--- src/rtl/cond_logic_if.sv ---
// Flag/condition interface between the control decoder and the condition unit.
// master = decoder/datapath side, slave = cond_logic.
interface cond_logic_if #(
  parameter int CNT_W = 16
);
  logic             instr_valid;
  logic [3:0]       Cond;
  logic [3:0]       ALUFlags;
  logic [1:0]       FlagW;
  logic             PCS;
  logic             RegW;
  logic             MemW;
  logic             NoWrite;
  logic             PCSrc;
  logic             RegWrite;
  logic             MemWrite;
  logic             CondEx;
  logic [3:0]       Flags;
  logic [CNT_W-1:0] exec_count;
  logic [CNT_W-1:0] skip_count;

  // No handshake: every field is qualified by instr_valid in the same cycle.
  modport master (
    output instr_valid, Cond, ALUFlags, FlagW, PCS, RegW, MemW, NoWrite,
    input  PCSrc, RegWrite, MemWrite, CondEx, Flags, exec_count, skip_count
  );

  modport slave (
    input  instr_valid, Cond, ALUFlags, FlagW, PCS, RegW, MemW, NoWrite,
    output PCSrc, RegWrite, MemWrite, CondEx, Flags, exec_count, skip_count
  );
endinterface

--- src/rtl/cond_logic.sv ---
// ARM condition unit: architectural NZCV register, condition evaluation,
// write gating and saturating executed/skipped instruction counters.
module cond_logic #(
  parameter int CNT_W  = 16,
  parameter bit BYPASS = 1'b0
) (
  input  logic         clk,
  input  logic         reset,
  cond_logic_if.slave  bus
);
  logic [3:0]       r_flags;
  logic [CNT_W-1:0] r_exec_cnt;
  logic [CNT_W-1:0] r_skip_cnt;

  logic [3:0] w_eval_flags;
  logic [3:0] w_wr_mask;
  logic       w_cond_ex;
  logic       w_fire;
  logic       w_n, w_z, w_c, w_v;

  assign w_wr_mask = {{2{bus.FlagW[1]}}, {2{bus.FlagW[0]}}};
  assign w_fire    = bus.instr_valid & w_cond_ex;

  always_ff @(posedge clk) begin
    if (!reset) begin
      r_flags <= 4'b0000;
    end else if (w_fire) begin
      r_flags <= (bus.ALUFlags & w_wr_mask) | (r_flags & ~w_wr_mask);
    end
  end

  // Forwarding path kept for pipelined reuse; in this single-cycle core the
  // forwarded half already equals the registered half, so results are identical.
  generate
    if (BYPASS) begin : g_bypass
      logic [3:0] r_byp_val;
      logic [3:0] r_byp_mask;
      always_ff @(posedge clk) begin
        if (!reset) begin
          r_byp_val  <= 4'b0000;
          r_byp_mask <= 4'b0000;
        end else begin
          r_byp_val  <= bus.ALUFlags;
          r_byp_mask <= w_fire ? w_wr_mask : 4'b0000;
        end
      end
      assign w_eval_flags = (r_byp_val & r_byp_mask) | (r_flags & ~r_byp_mask);
    end else begin : g_no_bypass
      assign w_eval_flags = r_flags;
    end
  endgenerate

  assign {w_n, w_z, w_c, w_v} = w_eval_flags;

  always_comb begin
    w_cond_ex = 1'b1;
    unique case (bus.Cond)
      4'h0: w_cond_ex = w_z;
      4'h1: w_cond_ex = ~w_z;
      4'h2: w_cond_ex = w_c;
      4'h3: w_cond_ex = ~w_c;
      4'h4: w_cond_ex = w_n;
      4'h5: w_cond_ex = ~w_n;
      4'h6: w_cond_ex = w_v;
      4'h7: w_cond_ex = ~w_v;
      4'h8: w_cond_ex = w_c & ~w_z;
      4'h9: w_cond_ex = ~w_c | w_z;
      4'hA: w_cond_ex = (w_n == w_v);
      4'hB: w_cond_ex = (w_n != w_v);
      4'hC: w_cond_ex = ~w_z & (w_n == w_v);
      4'hD: w_cond_ex = w_z | (w_n != w_v);
      4'hE: w_cond_ex = 1'b1;
      4'hF: w_cond_ex = 1'b1;
      default: w_cond_ex = 1'b1;
    endcase
  end

  always_ff @(posedge clk) begin
    if (!reset) begin
      r_exec_cnt <= '0;
      r_skip_cnt <= '0;
    end else if (bus.instr_valid) begin
      if (w_cond_ex) begin
        if (r_exec_cnt != {CNT_W{1'b1}}) r_exec_cnt <= r_exec_cnt + 1'b1;
      end else begin
        if (r_skip_cnt != {CNT_W{1'b1}}) r_skip_cnt <= r_skip_cnt + 1'b1;
      end
    end
  end

  // Gated writes are held low during reset so a half-reset core cannot commit.
  assign bus.PCSrc      = reset & w_fire & bus.PCS;
  assign bus.RegWrite   = reset & w_fire & bus.RegW & ~bus.NoWrite;
  assign bus.MemWrite   = reset & w_fire & bus.MemW;
  assign bus.CondEx     = w_cond_ex;
  assign bus.Flags      = r_flags;
  assign bus.exec_count = r_exec_cnt;
  assign bus.skip_count = r_skip_cnt;
endmodule

--- src/flat_wrapper.sv ---
// flat-port wrapper written by rule: the top's interface ports become plain ports
module cond_logic_flat 
#(
  parameter int CNT_W  = 16,
  parameter bit BYPASS = 1'b0
)
  (clk, reset, bus_instr_valid, bus_Cond, bus_ALUFlags, bus_FlagW, bus_PCS, bus_RegW, bus_MemW, bus_NoWrite, bus_PCSrc, bus_RegWrite, bus_MemWrite, bus_CondEx, bus_Flags, bus_exec_count, bus_skip_count);
  cond_logic_if #(.CNT_W(CNT_W)) bus_i ();
  input  logic clk;
  input  logic reset;
  input wire logic [$bits(bus_i.instr_valid)-1:0] bus_instr_valid;
  input wire logic [$bits(bus_i.Cond)-1:0] bus_Cond;
  input wire logic [$bits(bus_i.ALUFlags)-1:0] bus_ALUFlags;
  input wire logic [$bits(bus_i.FlagW)-1:0] bus_FlagW;
  input wire logic [$bits(bus_i.PCS)-1:0] bus_PCS;
  input wire logic [$bits(bus_i.RegW)-1:0] bus_RegW;
  input wire logic [$bits(bus_i.MemW)-1:0] bus_MemW;
  input wire logic [$bits(bus_i.NoWrite)-1:0] bus_NoWrite;
  output wire logic [$bits(bus_i.PCSrc)-1:0] bus_PCSrc;
  output wire logic [$bits(bus_i.RegWrite)-1:0] bus_RegWrite;
  output wire logic [$bits(bus_i.MemWrite)-1:0] bus_MemWrite;
  output wire logic [$bits(bus_i.CondEx)-1:0] bus_CondEx;
  output wire logic [$bits(bus_i.Flags)-1:0] bus_Flags;
  output wire logic [$bits(bus_i.exec_count)-1:0] bus_exec_count;
  output wire logic [$bits(bus_i.skip_count)-1:0] bus_skip_count;
  assign bus_i.instr_valid = bus_instr_valid;
  assign bus_i.Cond = bus_Cond;
  assign bus_i.ALUFlags = bus_ALUFlags;
  assign bus_i.FlagW = bus_FlagW;
  assign bus_i.PCS = bus_PCS;
  assign bus_i.RegW = bus_RegW;
  assign bus_i.MemW = bus_MemW;
  assign bus_i.NoWrite = bus_NoWrite;
  assign bus_PCSrc = bus_i.PCSrc;
  assign bus_RegWrite = bus_i.RegWrite;
  assign bus_MemWrite = bus_i.MemWrite;
  assign bus_CondEx = bus_i.CondEx;
  assign bus_Flags = bus_i.Flags;
  assign bus_exec_count = bus_i.exec_count;
  assign bus_skip_count = bus_i.skip_count;
  cond_logic #(.CNT_W(CNT_W), .BYPASS(BYPASS)) u_core (.clk(clk), .reset(reset), .bus(bus_i));
endmodule
--- config.mk ---
export PLATFORM = sky130hd
export DESIGN_NAME = cond_logic_flat
export DESIGN_NICKNAME = d
export VERILOG_FILES = /design/src/rtl/cond_logic_if.sv /design/src/rtl/cond_logic.sv /design/src/flat_wrapper.sv
export SDC_FILE = /design/constraint.sdc
export NUM_CORES = 1
export LEC_CHECK = 0
export CAP_MARGIN = 20
export CELL_PAD_IN_SITES_DETAIL_PLACEMENT = 1
export CELL_PAD_IN_SITES_GLOBAL_PLACEMENT = 2
export CORE_AREA = 2 2 73 103
export CTS_BUF_LIST = sky130_fd_sc_hd__clkbuf_8
export DETAILED_ROUTE_END_ITERATION = 7
export DIE_AREA = 0 0 75 105
export MAX_ROUTING_LAYER = met4
export PLACE_DENSITY = 0.89
export SYNTH_ARGS = -nofsm -noshare
export SYNTH_HDL_FRONTEND = slang
export SYNTH_SLANG_ARGS = --single-unit
export TNS_END_PERCENT = 20
--- constraint.sdc ---
create_clock -name clk -period 6.64 [get_ports clk]
set_input_delay 1.328 -clock clk [delete_from_list [all_inputs] [get_ports clk]]
set_output_delay 1.328 -clock clk [all_outputs]
set_load 0.005 [all_outputs]
# ---- Word level (Yosys, flattened, before mapping)
# Cells that the tools add are included.
dict set report op_classes {
  addsub 2
  eq_ne 19
  mux 1
  bitwise_logic 20
  reduce_logical 4
}
# op n
set op_table {}
lappend op_table {{$add 16x1->16 const B} 2}
lappend op_table {{$eq 4x4->1 const B} 8}
lappend op_table {{$ne 16x16->1 const B} 2}
lappend op_table {{$eq 4x3->1 const B} 4}
lappend op_table {{$pmux 1 s15} 1}
lappend op_table {{$and 1x1->1} 8}
lappend op_table {{$and 4x4->4} 2}
lappend op_table {{$eq 4x2->1 const B} 2}
lappend op_table {{$not 1->1} 6}
lappend op_table {{$reduce_and 3->1} 2}
lappend op_table {{$eq 4x1->1 const B} 1}
lappend op_table {{$logic_not 4->1} 1}
lappend op_table {{$not 4->4} 1}
lappend op_table {{$or 4x4->4} 1}
lappend op_table {{$or 1x1->1} 2}
lappend op_table {{$reduce_or 2->1} 1}
lappend op_table {{$eq 1x1->1} 1}
lappend op_table {{$ne 1x1->1} 1}
dict set report totals {
  register_bits 36
  inputBits 17
  output_inout_bits 40
  elab_cells 49
}

# ---- Longest topological paths before layout
dict set report depth {
  depth_word 7
  mapped_depth 9
  ltp_nobuf 8
}

# ---- Least setup slack after synthesis
# Ideal clock, no wire load.
dict set report synth_path {
  path_kind {input -> output}
  from {input port bus_Cond[1]}
  to {output port bus_RegWrite}
  t_arrival_ps 2658
  required_time_ps 5312
  path_slack_ps 2654
  cell_stages 7
  path_buffers 2
  cell_sequence {buf_2 > and4bb_1 > a22oi_1 > a21o_1 > a31oi_4 > buf_2 > and4b_1}
}
dict set report synth_via {
  elab_chain_len 7
  elab_cells_between_ends 22
  cone_classes {15 x eq/ne; 1 x mux; 4 x bitwise; 2 x reduce/logical}
}
# item line_no
set synth_lines {}
lappend synth_lines {{start, declared} flat_wrapper.sv:12} ;# input wire logic [$bits(bus_i.Cond)-1:0] bus_Cond;
lappend synth_lines {{$eq 4x4->1} cond_logic.sv:57} ;# unique case (bus.Cond)
lappend synth_lines {{$reduce_or 2->1 (no line)} -}
lappend synth_lines {{$pmux 1 s15 *} cond_logic.sv:57}
lappend synth_lines {{$and 1x1->1 *} cond_logic.sv:22} ;# assign w_fire = bus.instr_valid & w_cond_ex;
lappend synth_lines {{$and 1x1->1 * (3 in series)} cond_logic.sv:93} ;# assign bus.RegWrite = reset & w_fire & bus.RegW & ~bus.NoWrite;
lappend synth_lines {{end, declared} flat_wrapper.sv:20} ;# output wire logic [$bits(bus_i.RegWrite)-1:0] bus_RegWrite;
# Every way passes the cells marked *; elsewhere a longest branch is shown, timed or not.

# ---- Worst setup path after layout
dict set report layout_path {
  from {input port bus_Cond[2]}
  to {output port bus_RegWrite}
}
# Same word-level chain as after synthesis.

==> summary.md <==
| Metric | Value |
|---|---|
| Outcome | `complete, no violations` |
| Post-Syn Instances | `241` |
| Register area share after synthesis | `0.3564` |
| Dpl hpwl | `3.954 mm` |
| Final Util | `0.4018` |
| Cell area after synthesis | `2022 sq um` |
| Clock Tree Root | `clkbuf_8` |
| Slew headroom | `0.5961` |
| Register clock-pin slew on the reported worst setup and hold paths | `0.08 ns` |
| Post-CTS setup buffers | `0` |
| DR vias | `1954` |
| CP cell instances | `clkdlybuf4s50_1 > nor3b_1 > a22oi_1 > a21o_1 > a31oi_4 > and4b_1 > clkdlybuf4s50_1` |
| Period minus WS final | `5.206 ns` |
| Port Buf Inserts | `56` |
| Post-CTS Resized | `0` |
| Die Wd | `75 um` |
| Crit path capture type | `primary output` |
| Leakage power | `0.001083 uW` |
| ANT cells | `0` |
| Largest net degree at the start of global routing | `41` |
| DRC Markers | `0` |
| PD cells | `171.7 nW/um^2` |
| Share of cells above drive strength 1 | `0.05085` |
| YS warnings | `0` |
| Fin nets | `313` |
| Footprint of the multi-input gates | `1239 sq um` |
| Initial core utilization | `0.2934` |
| Kind of critical path | `input port to primary output` |
| Register area | `720.7 sq um` |
| FP Rows | `36` |
| First-pass GRT wire length | `8.873 mm` |
| Hold_buf cts | `0` |
| Crit path max fanout | `16` |
| Core area | `6892 sq um` |
| Worst skew pair latency | `0.28 ns` |
| Setup TNS | `0 ns` |
| Fmax | `0.1921 GHz` |
| Clk sinks | `36` |
| Peak supply drop | `0.07730 mV` |
| Fill count | `821` |
| Worst Path Buf+Inv | `2` |
| Total nets after synthesis | `260` |
| Slowest cell delay on critical path | `0.59 ns` |
| Most used cell, CP | `clkdlybuf4s50_1` |
| GR Overflow Total | `0` |
| Total global-route track usage | `0.1429` |
| Final setup fails | `0` |
| Slowest CP cell | `clkdlybuf4s50_1` |
| Critical Path Start Type | `input port` |
| Worst-case clock buffer depth | `2` |
| Placed cell area | `2661 sq um` |
| Routed WL | `5.325 mm` |
| CTS tree | `built` |
| Synth cell types | `45` |
| Area Overhead vs Synth | `36.94%` |
| Final Cell Area | `2769 sq um` |
| Placer Congestion | `0.7631` |
| Initial drt markers | `26` |
| Total Power | `475.4 uW` |
| Number of global-route vias before repair | `1987` |
| Die Area | `7875 sq um` |
| Number of max-cap violations | `0` |
| Yosys reg bits | `36` |
| Hold WC Path Type | `register to register` |
| Fin. max-slew vios | `0` |
| Worst path required time | `5.31 ns` |
| CTS HTree Levels | `2` |
| CTS buffer count | `5` |
| Detailed-route vias per instance | `5.010` |
| RSZ-0062 raised after global routing | `false` |
| Worst EP arrival | `3.88 ns` |
| DR WL/cell | `13.65 um` |
| DRT Pass-1 Iters | `4` |
| Layout Skew | `0.003135 ns` |
| Syn avg cell area | `8.390 sq um` |
| Final hold violations | `0` |
| Routed Antenna Nets | `0` |
| Initial antenna violation count | `0` |
| Final worst path period share | `0.7840` |
| Worst Tran Pin Value | `0.6023 ns` |
| Top cell family by delay on the critical path | `buffers and inverters` |
| Die Y | `105 um` |
| Num ports | `57` |
-- layout by cell type (no fill, tap or decap), types with 3 or more instances in the layout --
cell / Yosys / routed
or3_1: 3 / 3
nand3_1: 15 / 15
xnor2_1: 9 / 9
o21ai_0: 8 / 8
mux2i_1: 13 / 13
nand2_1: 35 / 35
nand4_1: 10 / 10
nor2b_1: 5 / 5
clkbuf_8: 0 / 5
a21boi_1: 4 / 4
o31ai_1: 3 / 3
clkdlybuf4s50_1: 0 / 56
nor2_1: 6 / 6
xor2_1: 6 / 6
and2_1: 13 / 13
inv_1: 4 / 5
nor3b_1: 3 / 3
dfxtp_1: 36 / 36
a21o_1: 3 / 3
nand2b_1: 11 / 11
and3_1: 13 / 13
and4_1: 3 / 3
-- cell usage after synthesis, drive strengths merged --
| cell | count | area share |
|---|---|---|
| mux2i | 13 | 0.064 |
| clkbuf | 6 | 0.012 |
| nand3 | 15 | 0.037 |
| and4bb | 3 | 0.019 |
| dfxtp | 36 | 0.36 |
| nor2 | 6 | 0.011 |
| nand2 | 37 | 0.071 |
| xnor2 | 9 | 0.039 |
| inv | 4 | 0.0074 |
| and4 | 3 | 0.013 |
| nand2b | 11 | 0.034 |
| o31ai | 3 | 0.011 |
| nor4 | 1 | 0.0031 |
| xor2 | 6 | 0.026 |
| nor3 | 2 | 0.0050 |
| o31a | 1 | 0.0043 |
| or3 | 3 | 0.0093 |
| o21bai | 1 | 0.0037 |
| buf | 5 | 0.012 |
| a22oi | 1 | 0.0037 |
| a22o | 1 | 0.0043 |
| a31oi | 2 | 0.014 |
| nor3b | 3 | 0.011 |
| nor2b | 5 | 0.015 |
| nand4 | 10 | 0.031 |
| o21ai | 9 | 0.024 |
| a21o | 3 | 0.011 |
| a211oi | 2 | 0.0074 |
| a21boi | 5 | 0.020 |
| and4b | 1 | 0.0050 |
| or4 | 2 | 0.0074 |
| or3b | 1 | 0.0043 |
| ha | 2 | 0.012 |
| and3 | 13 | 0.040 |
| and2 | 13 | 0.040 |
| a21oi | 1 | 0.0025 |
| and2b | 1 | 0.0037 |
| nand3b | 1 | 0.0037 |
-- tightest hold or removal path, cell delays in order, from the launching register on --
cell	delay, ns
dfxtp_1	0.33
nand2_1	0.06
mux2i_1	0.05
-- per-layer routing --
layer | global-route usage | routed length [um] | vias up
li1 | - | - | 955
met1 | 0.1620 | 2319 | 950
met2 | 0.2487 | 2728 | 44
met3 | 0.03086 | 226 | 5
met4 | 0.03444 | 51 | 0
met5 | - | 0 | -
-- worst paths after layout --
| check | start | end | slack, ns | cells past startpoint |
|---|---|---|---|---|
| max | bus_Cond[2] | bus_RegWrite | 1.43 | 7 |
| min | u_core.bus.skip_count[10] | u_core.bus.skip_count[10] | 0.49 | 2 |
| max reg2reg | register | u_core.bus.skip_count[14] | 4.06 | 7 |
| min reg2reg | u_core.bus.skip_count[10] | u_core.bus.skip_count[10] | 0.49 | 2 |
-- cell families (layout without fill, tap and decap cells) --
group	Yosys count	count (layout)	share of synthesized area
AOI/OAI and AO/OA	29	29	0.1064
and+or+nand+nor	131	131	0.3645
xor gates and xnor gates	15	15	0.06498
DFF	36	36	0.3564
buffers and inverters	15	69	0.03094
adders and majority gates	2	2	0.01237
muxes	13	13	0.06435
-- where the power goes --
part	internal, uW	total (uW)	switching [uW]
clock	110	191	80.8
sequential	219	225	5.58
combinational	30.5	59.6	29.2
total	360	475	116
-- cell type report --
class,count,share of cell area
Multi-Input combinational cell,190,0.4474
Inverter,4,0.005422
Tap cell,95,0.04293
Clock buffer,5,0.02485
Sequential cell,36,0.2603
Timing Repair Buffer,57,0.2052
Clock inverter,3,0.01401
-- metrics by stage --
stage               setup WS, ns  hold slack, ns  std cells
floorplan                  2.654          0.4673        241
global placement           1.548          0.4666        382
detailed placement         1.433          0.4912        382
CTS                        1.421          0.5026        390
global route               1.259          0.5218        390
finish                     1.434          0.4881        390
Power figures use the tool's default switching activity.
